--- config.mk ---
export PLATFORM = sky130hd
export DESIGN_NAME = mymod
export DESIGN_NICKNAME = d
export VERILOG_FILES = /design/src/rtl/mymod.sv
export SDC_FILE = /design/constraint.sdc
export NUM_CORES = 1
export LEC_CHECK = 0
export ABC_AREA = 1
export CORE_MARGIN = 5
export CORE_UTILIZATION = 51
export DETAILED_ROUTE_END_ITERATION = 8
export GPL_ROUTABILITY_DRIVEN = 0
export PLACE_DENSITY = 0.8
export RECOVER_POWER = 50
export SYNTH_ARGS = -nofsm -noshare
export SYNTH_HDL_FRONTEND = slang
export SYNTH_SLANG_ARGS = --single-unit
--- constraint.sdc ---
create_clock -name clk -period 2.8 [get_ports clk]
set_input_delay 0.7 -clock clk [delete_from_list [all_inputs] [get_ports clk]]
set_output_delay 0.7 -clock clk [all_outputs]
set_load 0.02 [all_outputs]
--- src/rtl/mymod.sv ---
// Sliding-window accumulator: keeps the last Y accepted samples and outputs
// X times their sum, saturated to 16 bits, one cycle after each acceptance.
module mymod #(
    parameter int unsigned X = 1,
    parameter int unsigned Y = 2
) (
    input  logic        clk,
    input  logic        rst_n,
    input  logic [8:0]  foo,
    input  logic        foo_vld,
    input  logic        clr,
    output logic [15:0] sum,
    output logic        sum_vld,
    output logic        full,
    output logic [4:0]  count
);

    localparam int unsigned SW   = 9;
    localparam int unsigned RW   = 13;
    localparam int unsigned CW   = 5;
    localparam int unsigned SUMW = 16;
    localparam int unsigned PW   = RW + 8;

    // win_q[0] is the oldest entry, win_q[Y-1] the newest
    logic [SW-1:0]   win_q [Y];
    logic [RW-1:0]   run_q;
    logic [RW-1:0]   run_nxt;
    logic [SW-1:0]   disc;
    logic [CW-1:0]   cnt_nxt;
    logic [PW-1:0]   prod;
    logic [SUMW-1:0] sat;
    logic            accept;

    assign full = (count == CW'(Y));

    // Incremental running sum and saturated gain product for the next acceptance
    always_comb begin
        accept  = foo_vld & ~clr;
        disc    = full ? win_q[0] : '0;
        run_nxt = run_q + RW'(foo) - RW'(disc);
        cnt_nxt = full ? count : count + CW'(1);
        prod    = PW'(X) * PW'(run_nxt);
        sat     = (prod > PW'(65535)) ? '1 : prod[SUMW-1:0];
    end

    // Reset and clear both empty the window; clear wins over a same-edge sample
    always_ff @(posedge clk) begin
        if (!rst_n || clr) begin
            for (int i = 0; i < int'(Y); i++) begin
                win_q[i] <= '0;
            end
            run_q   <= '0;
            count   <= '0;
            sum     <= '0;
            sum_vld <= 1'b0;
        end else if (accept) begin
            for (int i = 0; i < int'(Y) - 1; i++) begin
                win_q[i] <= win_q[i+1];
            end
            win_q[Y-1] <= foo;
            run_q      <= run_nxt;
            count      <= cnt_nxt;
            sum        <= sat;
            sum_vld    <= (cnt_nxt == CW'(Y));
        end else begin
            sum_vld <= 1'b0;
        end
    end

endmodule

==> impl_results.md <==
- Largest net degree at the start of global routing: 30
- RSZ-0062 raised after global routing: yes
- Worst endpoint required time: 3.00 ns
- DP Worst Slack: -0.174 ns
- Sw power: between 500 and 600 uW
- # hold bufs at CTS: 0
- Warnings, synthesis: 0
- Min-delay src: sum[7]$_SDFFE_PP0P_
- R2R Setup Slk: roughly 0.12 ns
- Core area: approximately 0.0048 mm^2
- Period utilization: between 90% and 100%
- Setup crit start kind: flop
- Global-route wire length before repair: 8740 um
- DP Wirelength: 3840 um
- Reg clk slew, reported paths: 0.08 ns
- Reg area: 921 um^2
- Port bufs: 32
- Distinct cells, synth: 22
- Layout cells sized above 1: 13.6%
- Internal cell power: ~1000 uW
- Fin nets: 432
- Slew Viols, Final: 0
- Seq pwr share: 40.2%
- Num CTS Buffers: 5
- Final number of hold-violating endpoints: 0
- Max-cap violations: 0
- Max transition margin: 28.7%
- Site Rows: 25
- Root Buffer: clkbuf_8
- VDD IR max: 0.000241 V
- Hold Path Cell Cnt: 2
- Final wirelength: 5320 um
- Mapped cell area: 0.00251 mm^2
- Combinational fraction of design power: 34.7%
- CP endpoint kind: flop
- Clock skew: 0.00706 ns
- Final setup margin: 0.124 ns
- Fill cells: 403
- Number of global-route vias before repair: roughly 2200
- WHS Endpoint: sum[7]$_SDFFE_PP0P_
- Multi-input gate area: 0.00128 mm^2
- TritonCTS clock tree: built
- CTS Buffer Depth: 2
- Setup CP Type: flop to flop
- CTS sink count: 37
- Post-Synthesis Cells: 343
- Final min period: roughly 2.7 ns
- CP Data Arrival Time: roughly 2.9 ns
- Reg2reg path depth: 15
- Routed wire per std cell: 11.5 um
- Die area: approximately 0.0064 mm^2
- Remaining DRCs: 0
- Hold slack: 0.483 ns
- Static Leak: ~0.0015 uW
- FF+latch count, synth: 37
- Chip width: approximately 80 um
- Final setup vio count: 0
- Fraction of the yosys area taken by sequential cells: a little over a third
- Initial Util: 52.9%
- Clock Power Share: 25.1%
- Die Y: 80.2 um
- Worst reg2reg endpoint: sum[11]$_SDFFE_PP0P_
- Outcome: finished, final reports clean
- Worst r2r src: count[0]$_SDFFE_PP0P_
- CTS H-Tree Depth: 2
- Clock latency at the later pin of the worst-skew pair: 0.30 ns
- Post-DRT Antenna Nets: 0
- Area Growth Syn to Fin: 27.6%
- Avg Inst Size Synth: 7.33 um^2
- Critical Path Fanout Max: 4
- # IOs: 36
- # diodes: 0
- FMAX: 374 MHz
- Worst Tran Pin Value: 1.07 ns
- Routed vias/inst: 4.70
- Initial antenna violation count: 0
- Total Routing Usage GR: between 10% and 20%
- Sw frac: roughly 34%
- Type of the most critical hold path: flop to flop
- Gr ovfl total: 0
- Power per Cell Area: 472 mW/mm^2
- Vias: 2174
- First-pass DRT Iterations: 4
- Initial DRC Count: 91
[Yosys cell counts]
cell	number	share of area, %
dfxtp_1	19	15
conb_1	1	0.15
buf_4	4	1.2
nor2_4	2	0.90
o22ai_1	9	2.2
nand3_2	2	0.80
nand2_2	5	1.2
inv_2	3	0.45
nand4_1	6	1.5
o21ai_0	5	0.99
xor2_1	6	2.1
inv_1	96	14
nand3_1	17	3.4
ha_1	15	7.5
fa_1	9	7.2
o21ai_1	1	0.20
edfxtp_1	18	21
nand2_1	73	11
a21oi_1	5	0.99
nor2_1	41	6.1
buf_2	4	0.80
nor2_2	2	0.50
[critical path, cell delays in order, from the launching register on]
cell and delay [ns]:
dfxtp_1 0.32, inv_1 0.10, ha_1 0.18, nand4_1 0.08
buf_4 0.17, buf_4 0.15, nor2_1 0.11, fa_1 0.42
inv_1 0.10, ha_4 0.22, nand2_1 0.06, nand2_1 0.07
a21oi_1 0.22, nand4_1 0.18, nand3_1 0.15, nand2_1 0.05
[repair_timing]
action | CTS | global route
buffers inserted | 0 | 1
gates resized for setup | 0 | 18
setup endpoints to repair | 0 | 11
[worst max path at each step]
| stage | startpoint | to | slack [ns] | depth (start not counted) |
|---|---|---|---|---|
| 2_1_floorplan | count[0]$_SDFFE_PP0P_ | sum[8]$_SDFFE_PP0P_ | 0.06 | 15 |
| 3_3_place_gp | foo[1] | sum[4]$_SDFFE_PP0P_ | -0.09 | 10 |
| 3_5_place_dp | foo[1] | sum[8]$_SDFFE_PP0P_ | -0.17 | 12 |
| 4_1_cts | count[0]$_SDFFE_PP0P_ | sum[8]$_SDFFE_PP0P_ | 0.08 | 15 |
| 5_1_grt | count[0]$_SDFFE_PP0P_ | sum[11]$_SDFFE_PP0P_ | -0.1 | 15 |
| 6_report | count[0]$_SDFFE_PP0P_ | sum[11]$_SDFFE_PP0P_ | 0.12 | 15 |
[registers in the layout, summed over array words and instances (netlist names)]
name,flops
sum_vld,1
sum,13
count,5
win_q,18
[layout make-up]
| cell class | count | share of cell area [%] |
|---|---|---|
| Multi-Input combinational cell | 201 | 39.8 |
| Inverter | 99 | 11.6 |
| Sequential cell | 37 | 28.7 |
| Clock inverter | 2 | 0.468 |
| Tap cell | 67 | 2.61 |
| Clock buffer | 6 | 2.26 |
| Timing Repair Buffer | 51 | 14.5 |
[layer usage]
layer | GRT usage [%] | share of wire [%]
met1 | 19.3 | 45
met2 | 30.8 | 49
met3 | 4.15 | 3.6
met4 | 8.11 | 2.0
met5 | 0 | 0
[metrics by stage]
| stage | instance area, um^2 | setup TNS [ns] | instances | utilization [%] | power, uW |
|---|---|---|---|---|---|
| 6_report | 3210 | 0 | 463 | 67.5 | 1520 |
| 2_1_floorplan | 2520 | 0 | 345 | - | 941 |
| 3_3_place_gp | 3010 | -0.588 | 454 | 63.3 | 1080 |
| 5_1_grt | 3210 | -0.135 | 463 | 67.5 | 1630 |
| 3_5_place_dp | 3010 | -0.940 | 454 | 63.3 | 1090 |
| 4_1_cts | 3100 | 0 | 462 | 65.2 | 1470 |
[placed cells by master, fill, tap and decap left out, drive strengths merged, types with 9 or more instances in the layout]
cell	synthesis	final
clkdlybuf4s50	0	30
ha	15	15
buf	8	19
nand2	78	78
inv	99	99
o22ai	9	9
dfxtp	19	19
nand3	19	19
fa	9	9
edfxtp	18	18
nor2	45	45
[cell families (layout without fill, tap and decap cells)]
group | after synthesis | count (layout) | synth area share, %
AOI/OAI and AO/OA | 20 | 20 | 4.43
and+or+nand+nor | 148 | 148 | 25.3
other | 1 | 3 | 0.149
DFF | 37 | 37 | 36.6
xor gates and xnor gates | 6 | 6 | 2.09
adders and majority gates | 24 | 24 | 14.6
buffers and inverters | 107 | 158 | 16.8
[power groups by stage]
stage          Combinational (uW)  Sequential (uW)  Clock [uW]
6_report                      526              609         380
5_1_grt                       593              613         421
4_1_cts                       470              609         391
3_5_place_dp                  468              621           0
3_3_place_gp                  456              620           0
2_1_floorplan                 304              636           0
Note: power is estimated with default switching activity, not from simulation.
==> RTL edit (same settings) <==
Set the localparam `RW` to 14 (it was 13).
--- a/src/rtl/mymod.sv
+++ b/src/rtl/mymod.sv
@@ -16,7 +16,7 @@
 );
 
     localparam int unsigned SW   = 9;
-    localparam int unsigned RW   = 13;
+    localparam int unsigned RW   = 14;
     localparam int unsigned CW   = 5;
     localparam int unsigned SUMW = 16;
     localparam int unsigned PW   = RW + 8;
Formal check against the unedited RTL: same outputs for any inputs over 4 cycles, from zero or initial values; that may be too few to reach the edited logic, so the function may still have changed.
==> RTL edit against the unedited design <==
Sequential cell count rose by 1; worst setup slack better by 26 ps; final area rose by 2.4%; routed wire length rose by 0.24%; count of clock-buffer cells in the layout grew 1; area after synthesis up 5.5%; synthesized cell count up 3.5%; total power increased by 2.0%; largest cell class unchanged; largest power group unchanged.
==> RTL edit: results (changes against the unedited design) <==
place:
  io_buffers: 33  # was 32
  hpwl_um: 4010  # was 3840 µm
  dp_cells: 467  # was 454
  dpl_cell_area_mm2: 0.00313  # was 0.00301 mm²
yosys:
  synthTopCellsByCount: "inv_1, nand2_1, nor2_1, dfxtp_1, edfxtp_1"  # unchanged
  ys.flop_type: "dfxtp_1"  # unchanged
  yosys_warnings: 0  # unchanged
  yosys-top-cells-area: "edfxtp_1, dfxtp_1, inv_1"  # unchanged
  synthAdderAreaFrac_pct: 14.3  # was 14.6%
  synth_mux_area_share_pct: 0  # unchanged
  synthDistinctLibCells: 27  # was 22
  synth_edf_count: 18  # unchanged
  synth_compound_area_share_pct: 7.26  # was 4.43%
  synth-seq-area-share_pct: 35.5  # was 36.6%
  synthCells: 355  # was 343
  synthArstFlopShare_pct: 0  # unchanged
  synth_xor_area_share_pct: 1.98  # was 2.09%
routing:
  detail_route.first_pass.iterations: 4  # unchanged
  drt_first_iter_violations: 129  # was 91
  wl_per_cell_um: 11.2  # was 11.5 µm
  vias: 2211  # was 2,174
  vias_per_cell: 4.65  # was 4.70
power_and_ir_drop:
  vdd_ir_drop_max_mv: 0.227  # was 0.241 mV
  p_per_area_mw_per_mm2: 471  # was 472 mW/mm²
  clk-power_w: 0.000390  # was 0.000380 W
  p_seq_share_pct: 40.4  # was 40.2%
  swShare_pct: 33.4  # was 34.2%
  p_leak_nw: 1.60  # was 1.54 nW
final_layout:
  nets: 442  # was 432
  drive_gt1_share_pct: 13.6  # about the same
  largest_registers: "win_q: 18 flops, sum: 14 flops, count: 5 flops"  # was win_q: 18 flops, sum: 13 flops, count: 5 flops
  n_antenna_cell: 0  # unchanged
setup_path:
  path_max_fanout: 3  # was 4
  crit_arrival_ps: 2810  # was 2870 ps
timing:
  fin_worst_skew_ps: 3.43  # was 7.06 ps
  finalSetupViolations: 0  # unchanged
  worstMarginPinSlew_ps: 919  # was 1070 ps
global_route:
  grt_max_degree: 30  # unchanged
  grt_use_total_pct: 16.9  # was 17.3%
  grt_pass1_wl_um: 8780  # was 8740 µm
  antenna_found_initial: 0  # unchanged
  grt_pass1_vias: 2129  # was 2,164
clock_tree:
  numCtsBuffers: 5  # unchanged
  clock_path_buffers: 2  # unchanged
  insertion_delay_ps: 290
  h-tree-depth: 2  # unchanged
  cts-root-buf: "clkbuf_8"  # unchanged
  path_clk_slew_ps: 70
run_status:
  status: "finished, final reports clean"  # unchanged
worst_hold_path:
  hold_path_class: "register to register"  # unchanged
==> RTL edit: layout make-up <==
cell class,instances,area [µm²]
sequential,38,942
clock buffer,7,86.3
clock inverter,1,5.00
timing repair buffer,48,443
multi-input combinational,210,1340
fill,443,1790
tap,70,87.6
inverter,101,379
==> RTL edit: per-layer routing <==
metal | track usage (%) | vias to the layer above | routed length (µm)
met5 | 0 | - | 0
met4 | 7.48 | 0 | 85
met3 | 2.39 | 11 | 232
met2 | 28.3 | 46 | 2510
met1 | 21.6 | 1009 | 2500
li1 | - | 1145 | -
==> RTL edit: stage by stage <==
stage / setup slack, ps / hold slack (ps)
floorplan: 52.0 / 519
global route: 0.210 / 498
detailed placement: -218 / 473
global placement: -174 / 465
finish: 151 / 479
CTS: 57.7 / 487
==> RTL edit: worst max-delay path, stage by stage <==
cell	delay, ps
clkdlybuf4s50_1	460
inv_1	60
fa_1	540
inv_1	50
ha_1	320
nand2_1	90
nor2_2	160
nor2_4	60
nor2_1	80
nor2_1	60
nor2_1	130
o22ai_2	90
==> RTL edit: final timing paths <==
| check | from | end | slack (ps) | depth (start not counted) |
|---|---|---|---|---|
| worst max-delay path | foo[2] | sum[8]$_SDFFE_PP0P_ | 150 | 12 |
| worst max register to register | count[0]$_SDFFE_PP0P_ | sum[8]$_SDFFE_PP0P_ | 210 | 16 |
| worst min-delay path | sum[7]$_SDFFE_PP0P_ | sum[7]$_SDFFE_PP0P_ | 480 | 2 |
| worst min register to register | sum[7]$_SDFFE_PP0P_ | sum[7]$_SDFFE_PP0P_ | 480 | 2 |
==> RTL edit: timing repair <==
action                                 4_1_cts  5_1_grt
endpoints found under the hold margin        0        0
setup endpoints to repair                    0       10
setup buffers                                0        0
resized for setup                            0       12
